--- src/rtl/instr_prefetch_ir.sv ---
// ---------------------------------------------------------------------------
// instr_prefetch_ir
//
// Instruction register fronted by a DEPTH-entry prefetch FIFO. Instruction
// memory pushes words ahead of the control FSM; the FSM pops the head into
// the IR with C_IRWrite, and the decoded fields are driven from the IR.
// C_Flush empties the queue on a taken branch/jump without touching the IR.
//
// Ports:
//   clk           rising-edge clock
//   rst           synchronous active-high reset (priority over all inputs)
//   D_MemData     instruction word from memory
//   wr_valid      memory presents D_MemData
//   wr_ready      FIFO can accept a word (registered-state function)
//   C_Flush       discard all queued words
//   C_IRWrite     load the next instruction into the IR
//   rd_valid      FIFO head holds a valid word (registered-state function)
//   OPCODE        IR[IW-1:IW-4]
//   A_ReadReg1RT  IR[IW-5:IW-8]
//   A_ReadReg2RT  IR[IW-9:IW-12]
//   FUNCFIELD     IR[3:0]
//   A_Imm         IR[IW-9:0]
//   A_Jmp         IR[IW-5:0]
//   ir_loaded     high for one cycle after each IR load
//   count         current FIFO occupancy
//
// Optional feature macro: IQ_BYPASS_EN
//   When defined, a word arriving while the queue is empty and C_IRWrite is
//   asserted (and no flush) goes straight into the IR at that edge; the FIFO
//   is left untouched. When undefined, C_IRWrite on an empty queue is ignored.
// ---------------------------------------------------------------------------
module instr_prefetch_ir #(
  parameter int IW    = 16,
  parameter int DEPTH = 4,
  parameter int CW    = $clog2(DEPTH) + 1
) (
  input  logic          clk,
  input  logic          rst,
  input  logic [IW-1:0] D_MemData,
  input  logic          wr_valid,
  output logic          wr_ready,
  input  logic          C_Flush,
  input  logic          C_IRWrite,
  output logic          rd_valid,
  output logic [3:0]    OPCODE,
  output logic [3:0]    A_ReadReg1RT,
  output logic [3:0]    A_ReadReg2RT,
  output logic [3:0]    FUNCFIELD,
  output logic [IW-9:0] A_Imm,
  output logic [IW-5:0] A_Jmp,
  output logic          ir_loaded,
  output logic [CW-1:0] count
);

  localparam int AW = $clog2(DEPTH);

  logic [IW-1:0] mem [DEPTH];
  logic [AW-1:0] wr_ptr;
  logic [AW-1:0] rd_ptr;
  logic [IW-1:0] ir;

  logic push;
  logic pop;
  logic bypass;

  // Status flags depend only on the registered count, so there is no
  // combinational path from wr_valid/C_IRWrite back to wr_ready/rd_valid.
  assign wr_ready = (count != CW'(DEPTH));
  assign rd_valid = (count != '0);

  // NOTE: every signal written in always_comb gets a default first so no
  // path leaves it unassigned, which would otherwise infer a latch.
  always_comb begin
    pop    = 1'b0;
    bypass = 1'b0;
    push   = 1'b0;

    pop = C_IRWrite && rd_valid;
`ifdef IQ_BYPASS_EN
    // Empty queue and the FSM wants an instruction now: hand the incoming
    // word directly to the IR instead of queueing it.
    bypass = (count == '0) && wr_valid && C_IRWrite && !C_Flush;
`else
    bypass = 1'b0;
`endif
    // A flush discards any word offered in the same cycle; a bypassed word
    // never enters the queue.
    push = wr_valid && wr_ready && !C_Flush && !bypass;
  end

  // NOTE: the storage array has no reset. Reading is always gated by count,
  // so stale entries are never observable, and leaving it unreset lets it map
  // onto plain RAM/register-file cells.
  always_ff @(posedge clk) begin
    if (push) begin
      mem[wr_ptr] <= D_MemData;
    end
  end

  // NOTE: sequential state uses non-blocking assignments so every register
  // samples the pre-edge values, independent of statement order.
  always_ff @(posedge clk) begin
    if (rst) begin
      wr_ptr    <= '0;
      rd_ptr    <= '0;
      count     <= '0;
      ir        <= '0;
      ir_loaded <= 1'b0;
    end else begin
      ir_loaded <= pop || bypass;

      // A pop coinciding with a flush still commits the head word: that
      // instruction was already selected before the branch resolved.
      if (pop) begin
        ir <= mem[rd_ptr];
      end else if (bypass) begin
        ir <= D_MemData;
      end

      if (C_Flush) begin
        wr_ptr <= '0;
        rd_ptr <= '0;
        count  <= '0;
      end else begin
        // DEPTH is a power of two, so pointer wrap is the natural overflow.
        if (push) begin
          wr_ptr <= wr_ptr + AW'(1);
        end
        if (pop) begin
          rd_ptr <= rd_ptr + AW'(1);
        end
        case ({push, pop})
          2'b10:   count <= count + CW'(1);
          2'b01:   count <= count - CW'(1);
          default: count <= count;
        endcase
      end
    end
  end

  // Decoded fields follow the IR combinationally.
  assign OPCODE       = ir[IW-1:IW-4];
  assign A_ReadReg1RT = ir[IW-5:IW-8];
  assign A_ReadReg2RT = ir[IW-9:IW-12];
  assign FUNCFIELD    = ir[3:0];
  assign A_Imm        = ir[IW-9:0];
  assign A_Jmp        = ir[IW-5:0];

endmodule

--- config.mk ---
export PLATFORM = sky130hd
export DESIGN_NAME = instr_prefetch_ir
export DESIGN_NICKNAME = d
export VERILOG_FILES = /design/src/rtl/instr_prefetch_ir.sv
export SDC_FILE = /design/constraint.sdc
export NUM_CORES = 1
export LEC_CHECK = 0
export BUFFER_PORTS_ARGS = -buffer_cell sky130_fd_sc_hd__buf_2
export CORE_UTILIZATION = 40
export DETAILED_ROUTE_END_ITERATION = 6
export GPL_TIMING_DRIVEN = 0
export PLACE_DENSITY = 0.72
export SLEW_MARGIN = 10
export SYNTH_ARGS = -nofsm -noshare
export SYNTH_HDL_FRONTEND = slang
export SYNTH_SLANG_ARGS = --single-unit
--- constraint.sdc ---
create_clock -name clk -period 5.9 [get_ports clk]
set_input_delay 0.59 -clock clk [delete_from_list [all_inputs] [get_ports clk]]
set_output_delay 0.59 -clock clk [all_outputs]
set_load 0.02 [all_outputs]
## After elaboration in Yosys (flattened, before gate mapping)

Memory sizes are Yosys's and may differ from the RTL's. A register that Yosys moved wholly into a read port is not among the register bits.
Cells that the tools add are included.

| storage, ports and cells | value |
|---|---|
| register bits after elaboration | 8 |
| bits in writable memories | 64 |
| input bits | 21 |
| output and inout port bits | 42 |
| word-level logic and storage cells | 22 |
| memories | 1 |

| operators by class | value |
|---|---|
| add/sub/neg operators | 4 |
| eq/ne operators | 3 |
| mux-type cells | 3 |
| reductions and logical operators | 7 |

Memories:

| name | depth | width | rd ports | clocked after memory_dff | write ports | line | text |
|---|---|---|---|---|---|---|---|
| mem | 4 | 16 | 1 | 1 | 1 | 57 | `logic [IW-1:0] mem [DEPTH];` |

Operators with widths:

| kind | count |
|---|---|
| $pmux 3 s2 | 1 |
| $add 2x1->2 const B | 2 |
| $add 3x1->3 const B | 1 |
| $logic_and 1x1->1 | 3 |
| $ne 3x3->1 const B | 1 |
| $reduce_bool 3->1 | 1 |
| $sub 3x1->3 const B | 1 |
| $eq 2x1->1 const B | 1 |
| $eq 2x2->1 const B | 1 |
| $mux 1 | 2 |
| $reduce_bool 2->1 | 1 |
| $reduce_or 2->1 | 1 |
| $logic_not 1->1 | 1 |

## Depth between registers and ports, before layout

Gate-level depths: netlist (run 1).

| depth | value |
|---|---|
| depth in word-level cells | 5 |
| gate-level depth with buffers | 9 |
| depth with buffers taken out | 9 |

## Worst setup path before layout (run 1)

No wires, ideal clock.

| timing | value |
|---|---|
| kind | register to register |
| from | register count[2] |
| to | register count[2] |
| library setup time | 70 ps |
| data arrival time | 2,165 ps |
| data required time | 5,830 ps |
| setup slack | 3,665 ps |
| stages on the path, launching flop included | 10 |
| buffers on the path | 0 |
| period minus slack after synthesis | 2,235 ps |
| cell sequence | dfxtp_1 -> nor3b_1 -> nor3_1 -> inv_1 -> ha_1 -> inv_1 -> fa_1 -> xor2_1 -> or3_1 -> a21oi_1 |

| between the ends | value |
|---|---|
| cells in the longest elaborated chain, start to end | 5 |
| elaborated cells on any way between the ends | 11 |
| classes of those cells | add/sub (2); eq/ne (3); mux (1); reduce/logical (5) |

Ends and longest elaborated chain:

| element | line | text |
|---|---|---|
| start, declared | 52 | `output logic [CW-1:0] count` |
| start signal, assigned | 133 | `2'b10: count <= count + CW'(1);` |
| start signal, assigned | 134 | `2'b01: count <= count - CW'(1);` |
| start signal, assigned | 135 | `default: count <= count;` |
| $ne 3x3->1 | 68 | `assign wr_ready = (count != CW'(DEPTH));` |
| $logic_and 1x1->1 (2 in a row) | 88 | `push = wr_valid && wr_ready && !C_Flush && !bypass;` |
| $eq 2x1->1 or $eq 2x2->1 (tied branches) | 132 | `case ({push, pop})` |
| $pmux 3 s2 or $reduce_bool 2->1 (tied branches) | n/a |  |

Parallel ways exist; a longest one is shown, timed or not.
A chain may end at the register's enable or synchronous reset.

## Worst setup path in the final report (run 1)

Same ends and word-level chain as after synthesis.

==> results by group, run 1 <==
Status
  • Outcome: finished, final reports clean

Detailed routing
  • Vias/cell: 4.819
  • DRC: 0
  • DR WL/cell: 15.16 µm
  • Routed WL: 5.700 mm
  • 1st-pass router iterations: 6
  • First-iteration detailed-routing DRC count: 67
  • Antenna viol nets, final: 0
  • Vias: 1812

Floorplanning
  • Die X-Extent: 94.61 µm
  • Die H: 94.61 µm
  • Die ar.: 8951 µm²
  • Initial Utilization: 0.4155
  • Rows: 33
  • Core Area: 8258 µm²
  • # IOs: 63

STA
  • Max Slew Vio Count: 0
  • Final WS setup: 3.535 ns
  • RSZ-0062 raised after global routing: false
  • Setup TNS: 0 ns
  • Max frequency: 422.7 MHz
  • Minimum clock period: 2.365 ns
  • Headroom to the max-slew limit: 0.4121
  • Post-Route Skew: 0.01278 ns
  • Final setup fails: 0
  • Period utilisation layout: 0.4009
  • Measured slew at the worst slew-check pin: 0.8819 ns
  • Final hold viol count: 0

Layout
  • Nets: 293
  • Most frequent cells in the layout: 64 x buf_2, 64 x edfxtp_1, 24 x dfxtp_1
  • Fraction of layout cells with a size suffix above 1: 0.4502
  • ANT cells: 0
  • Area grow syn2layout: 19.15%
  • Final instance area: 4088 µm²

Clock tree
  • Post-CTS sizing: 0
  • Cts bufs inserted: 9
  • CTS Hold Buffers Added: 0
  • Max Root-Sink Buffers: 2
  • Worst-skew pair later-pin latency: 0.35 ns
  • Setup bufs post-CTS: 0
  • Clock sink count: 88
  • CTS clk-pin slew, worst paths: 0.09 ns
  • H-tree levels: 3
  • CTS tree: built
  • Clk root buf: clkbuf_8

Placed design
  • Placement Cell Area: 3872 µm²
  • Post-Place Worst Slack: 3.539 ns
  • Hpwl dp: 3.812 mm
  • Routability cong.: 0.7445
  • I/O Buffers: 62

Global routing
  • Global route total overflow: 0
  • Largest net degree at the start of global routing: 17
  • M1 GR Usage: 0.1723
  • Number of global-route vias before repair: 1735
  • Initial antenna violation count: 0
  • Met2 Track Usage GR: 0.2302
  • Most used routing layer: met2
  • Met3 Use GR: 0.02496
  • Gr usage total: 0.1410
  • First-pass GRT wire length: 8.928 mm

Worst setup path
  • Largest fanout on the critical path: 7
  • Crit path kind: reg -> reg
  • Critical Path RT: 6.17 ns
  • CP Capture Type: register
  • CP arrival: 2.63 ns
  • CP Launch Type: register
  • Reg2Reg Depth: 9

Yosys
  • Compound-Gate Fraction of Synth Area: 0.05872
  • Multiplexer share of the synthesized area: 0.1050
  • Synth Instances: 193
  • Simple-Gate Fraction of Synth Area: 0.03209
  • Library cells used by synthesis: 26
  • FF+latch count, synth: 88
  • Largest family of logic cells by synthesized area: multiplexers
  • Post-synthesis xor/xnor area fraction: 0.01021
  • Mean area per synthesized cell: 17.78 µm²
  • Synthesized area: 3431 µm²
  • Mapped Nets: 220
  • YS warnings: 0
  • Post-synthesis sequential area ratio: 0.7002
  • Adder-cell share of the synthesized area: 0.02407

Pwr
  • Pwr Density: 289.2 nW/µm²
  • Max VDD drop: 0.0001359 V
  • Pleak: 1.585 nW

Worst hold path
  • Worst Hold Depth: 1
  • Worst min path class: in -> reg

Run
  • Maxcap violations: 0
## cell usage after synthesis
cell type	n	area share
xor2_1	3	0.0077
nand3_1	2	0.0029
mux4_2	16	0.11
o31a_4	1	0.0051
clkbuf_1	2	0.0022
nor3_1	1	0.0015
o21ai_0	3	0.0044
buf_2	2	0.0029
fa_1	1	0.0058
dfxtp_1	24	0.14
a21oi_1	4	0.0058
nor3b_1	1	0.0022
or3_1	2	0.0036
buf_6	3	0.0098
inv_1	8	0.0088
o311ai_0	1	0.0026
buf_4	21	0.046
edfxtp_1	64	0.56
a22o_1	16	0.041
nor2b_4	1	0.0040
ha_1	5	0.018
nor2_4	1	0.0033
or2_2	1	0.0018
nor2_1	5	0.0055
xnor2_1	1	0.0026
and2_1	4	0.0073
## cell type report
type / instances / area (µm²)
Multi-Input combinational cell: 69 / 789.5
Clock inverter: 4 / 70.07
Tap cell: 105 / 131.4
Fill cell: 709 / 4170
Sequential cell: 88 / 2402
Timing Repair Buffer: 62 / 310.3
Inverter: 8 / 30.03
Clock buffer: 12 / 145.1
Buffer: 28 / 209.0
## where the power goes
group	internal [mW]	switching (mW)
logic	0.0276	0.0352
clock network	0.249	0.191
registers	0.674	0.00520
## cells by family (layout without fill, tap and decap cells)
logic type	Yosys count	count (layout)
flip-flops	88	88
adder cells (fa/ha/maj)	6	6
AND/OR/NAND/NOR	18	18
buffers and inverters	36	114
AO/OA/AOI/OAI	25	25
multiplexers	16	16
XOR/XNOR	4	4
## routing by layer
metal  part of all wire  vias up
met4              0.026        0
met3              0.042       13
met2               0.49       51
met5                  0        -
met1               0.45      884
li1                   -      864
## path summary, 6_finish.rpt
| path | from | endpoint | slack, ns |
|---|---|---|---|
| worst min-delay path | D_MemData[5] | mem[2][5]$_DFFE_PP_ | 0.46 |
| worst min register to register | ir[12]$_SDFFE_PP0P_ | ir[12]$_SDFFE_PP0P_ | 0.49 |
| worst max register to register | count[2]$_SDFFE_PP0P_ | count[2]$_SDFFE_PP0P_ | 3.53 |
| worst max-delay path | count[2]$_SDFFE_PP0P_ | count[2]$_SDFFE_PP0P_ | 3.53 |
## worst max-delay path, stage by stage (launching register included)
cell	delay [ns]
dfxtp_1	0.42
nor3b_1	0.38
nor3_1	0.16
inv_1	0.09
ha_1	0.18
inv_1	0.06
fa_1	0.38
xor2_1	0.16
or3_1	0.31
a21oi_1	0.15
## registers in the layout, summed over array words and instances (netlist names)
signal / cells
mem: 64
ir: 16
count: 3
rd_ptr: 2
wr_ptr: 2
ir_loaded: 1
## per-stage QoR
step / hold WS, ns / utilization / power, mW / std cells
global placement: 0.4602 / 0.4689 / 0.7536 / 360
global route: 0.4393 / 0.4950 / 1.223 / 376
detailed placement: 0.4642 / 0.4689 / 0.7566 / 360
CTS: 0.4320 / 0.4950 / 1.195 / 376
floorplan: 0.4837 / - / 0.7308 / 193
finish: 0.4580 / 0.4950 / 1.182 / 376
Note: power is estimated with default switching activity, not from simulation.
==> run 2, diff against run 1 <==
--- a/config.mk
+++ b/config.mk
@@ -5,11 +5,12 @@
 export SDC_FILE = /design/constraint.sdc
 export NUM_CORES = 1
 export LEC_CHECK = 0
+export ABC_AREA = 1
 export BUFFER_PORTS_ARGS = -buffer_cell sky130_fd_sc_hd__buf_2
 export CORE_UTILIZATION = 40
 export DETAILED_ROUTE_END_ITERATION = 6
 export GPL_TIMING_DRIVEN = 0
-export PLACE_DENSITY = 0.72
+export PLACE_DENSITY = 0.73
 export SLEW_MARGIN = 10
 export SYNTH_ARGS = -nofsm -noshare
 export SYNTH_HDL_FRONTEND = slang
==> constraint.sdc (replaced) <==
create_clock -name clk -period 2 [get_ports clk]
set_input_delay 0.2 -clock clk [delete_from_list [all_inputs] [get_ports clk]]
set_output_delay 0.2 -clock clk [all_outputs]
set_load 0.02 [all_outputs]
==> run 2 against run 1 <==
  * Largest cell class unchanged
  * Design area grew 17%
  * Worst hold slack got worse by 0.44 ns
  * Synthesized cell count rose by 130%
  * Critical endpoint unchanged
  * Clock skew barely moved
  * Maximum frequency grew 27%
  * Wire length rose by 37%
  * Sequential share of layout area is 8.6 points lower
  * Cell count grew 76%
==> results by group, run 2 <==
Status
  • Outcome: finished, final reports clean

Detailed routing
  • First-iteration detailed-routing DRC count: 144 (+110%)
  • DRC: 0 (unchanged)
  • Antenna viol nets, final: 0 (unchanged)
  • Routed WL: 7.782 mm (+37%)
  • 1st-pass router iterations: 4 (-2)
  • DR WL/cell: 11.79 µm (-22%)
  • Vias/cell: 4.255 (-12%)
  • Vias: 2808 (+55%)

Layout
  • Final core utilization: 0.4890 (-0.005958)
  • Final instance area: 4802 µm² (+17%)
  • Nets: 548 (+87%)
  • Number of non-filler instances in the completed layout: 660 (+76%)
  • Commonest non-fill, non-tap cell in the layout: nand2_1
  • Area grow syn2layout: 18.06%
  • Most frequent cells in the layout: 123 x nand2_1, 94 x inv_1, 64 x edfxtp_1
  • Regs by FF count: mem x64, ir x16, count x3
  • Number of flip-flops in the largest register: 64 (unchanged)
  • Top reg by flops: mem
  • Fraction of layout cells with a size suffix above 1: 0.2586 (-0.1916)

Placed design
  • Routability cong.: 0.7390 (-0.74%)
  • I/O Buffers: 62 (unchanged)
  • Hpwl dp: 5.538 mm (+45%)
  • Placement Cell Area: 4599 µm² (+19%)
  • Placed Cells incl. Taps: 642 (+78%)

Global routing
  • Number of global-route vias before repair: 2591 (+49%)
  • Global route total overflow: 0 (unchanged)
  • Initial antenna violation count: 1 (+1)
  • Gr usage total: 0.1599 (+0.01889)
  • First-pass GRT wire length: 12.36 mm (+38%)
  • Largest net degree at the start of global routing: 15 (-2)

Floorplanning
  • Core Area: 9819 µm² (+19%)
  • Rows: 36 (+9.1%)
  • Die H: 102.8 µm (+8.7%)
  • Die ar.: 10580 µm² (+18%)
  • # IOs: 63 (unchanged)
  • Die X-Extent: 102.8 µm (+8.7%)
  • Initial Utilization: 0.4142 (-0.001209)

Clock tree
  • H-tree levels: 3 (unchanged)
  • CTS clk-pin slew, worst paths: 0.08 ns (about the same)
  • Clock sink count: 88 (unchanged)
  • Max Root-Sink Buffers: 2 (unchanged)
  • Worst-skew pair later-pin latency: 0.36 ns (about the same)
  • CTS tree: built
  • Cts bufs inserted: 9 (unchanged)
  • Clk root buf: clkbuf_8

Yosys
  • Most area-consuming cells after synthesis: edfxtp_1 47%, dfxtp_1 12%, nand2_1 12%
  • Synthesized area: 4068 µm² (+19%)
  • FF+latch count, synth: 88 (unchanged)
  • Mean area per synthesized cell: 9.182 µm² (-48%)
  • Mapped Nets: 470 (+110%)
  • Library cells used by synthesis: 25 (-3.8%)
  • Number of synthesized flops with an enable pin: 64 (unchanged)
  • Area leader, netlist: edfxtp_1
  • Post-synth top cells: 125 x nand2_1, 96 x inv_1, 64 x edfxtp_1
  • Post-synthesis sequential area ratio: 0.5906 (-0.1096)
  • Post-synth top area share: 0.4725 (-0.08771)
  • Most common cell in the netlist: nand2_1
  • Synth Instances: 443 (+130%)
  • Top FF cell, synth: edfxtp_1
  • Post-synth ARST share: 0 (unchanged)
  • YS warnings: 0 (unchanged)

Worst setup path
  • CP Capture Type: register
  • Critical Path Most Common Cell: nand2_1
  • Crit path kind: reg -> reg
  • Critical Path Max Stage Delay: 0.37 ns (-0.05 ns)
  • CP arrival: 2.16 ns (-0.47 ns)
  • Largest fanout on the critical path: 10 (+3)
  • Critical Path RT: 2.29 ns (-3.88 ns)
  • Crit-path cells: nor2_4 -> nand2_4 -> nand2_8 -> buf_8 -> inv_1 -> ha_2 -> inv_2 -> fa_2 -> nand2_2 -> nand3_2 -> nand2_1 -> nand2_1 -> nor2_1
  • CP Launch Type: register
  • CP max stage cell: dfxtp_2

STA
  • Max frequency: 534.8 MHz (+27%)
  • Post-Route Skew: 0.01325 ns (+0.0004689 ns)
  • Final setup fails: 0 (unchanged)
  • Headroom to the max-slew limit: 0.6323 (+0.2202)
  • Worst hold margin: 0.01957 ns (-0.4384 ns)
  • Final hold viol count: 0 (unchanged)
  • RSZ-0062 raised after global routing: false
  • Measured slew at the worst slew-check pin: 0.5510 ns (-0.3309 ns)
  • Max Slew Vio Count: 0 (unchanged)
  • Period utilisation layout: 0.9349 (+0.5340)
  • Minimum clock period: 1.870 ns (-0.4956 ns)

Pwr
  • Max VDD drop: 0.0003237 V (+140%)
  • Power Total: 3.507 mW (+200%)
  • Pleak: 2.380 nW (+50%)
  • Pwr Density: 730.4 nW/µm² (+150%)

Worst hold path
  • Worst min path class: in -> reg

Run
  • Maxcap violations: 0 (unchanged)
-- run 2: critical path, delay by kind of cell (launching register included) --
| family | cells | cell delay, ns |
|---|---|---|
| simple gates | 8 | 0.61 |
| fa+ha+maj | 2 | 0.56 |
| flops | 1 | 0.37 |
| buf+inv | 3 | 0.26 |
-- run 2: per-stage QoR --
stage	setup TNS [ns]	setup slack (ns)
after floorplan	-5.223	-0.08162
after global placement	-22.09	-0.3522
after detailed placement	0	0.01719
after CTS	0	0.01193
after global routing	0	0.02508
final	0	0.1301
-- run 2: area by class of cell --
class	count	area [µm²]
fill	934	5017
sequential	88	2409
multi-input combinational	222	1027
inverter	99	376.6
timing repair buffer	67	362.8
buffer	34	299.0
tap	133	166.4
clock buffer	12	135.1
clock inverter	4	23.77
antenna	1	2.502
-- run 2: report_power, final --
group	internal [mW]	switching [mW]	leakage, nW
clock	0.447	0.602	0.0740
sequential	2.01	0.0278	0.778
combinational	0.169	0.256	1.53
total	2.62	0.886	2.38
-- run 2: cells by family (layout without fill, tap and decap cells) --
logic type,after synthesis,count (layout),share of synthesized area
and+or+nand+nor,210,210,0.2147
buffers and inverters,133,216,0.1661
AOI/OAI and AO/OA,6,6,0.008305
other,0,1,0
DFF,88,88,0.5906
adders and majority gates,6,6,0.02030
-- run 2: metal layers --
layer	part of all wire	global-route usage	routed length, µm
met1	0.45	0.1987	3515
met2	0.46	0.2651	3617
met3	0.056	0.03729	438
met4	0.027	0.07367	211
met5	0	0	0
-- run 2: worst paths after layout --
path / slack [ns] / start / depth (start not counted) / end
hold / removal: 0.02 / rst / 2 / ir_loaded$_SDFF_PP0_
setup / recovery: 0.13 / count[0]$_SDFFE_PP0P_ / 13 / count[2]$_SDFFE_PP0P_
hold reg to reg: 0.53 / ir[13]$_SDFFE_PP0P_ / 4 / ir[13]$_SDFFE_PP0P_
setup reg to reg: 0.13 / count[0]$_SDFFE_PP0P_ / 13 / count[2]$_SDFFE_PP0P_
-- run 2: timing repair --
item | in CTS | in global routing
buffers inserted | 0 | 1
pin swaps | 0 | 4
endpoints found under the setup margin | 1 | 1
gates cloned | 0 | 0
resized for setup | 1 | 12
hold buffers | 0 | 0
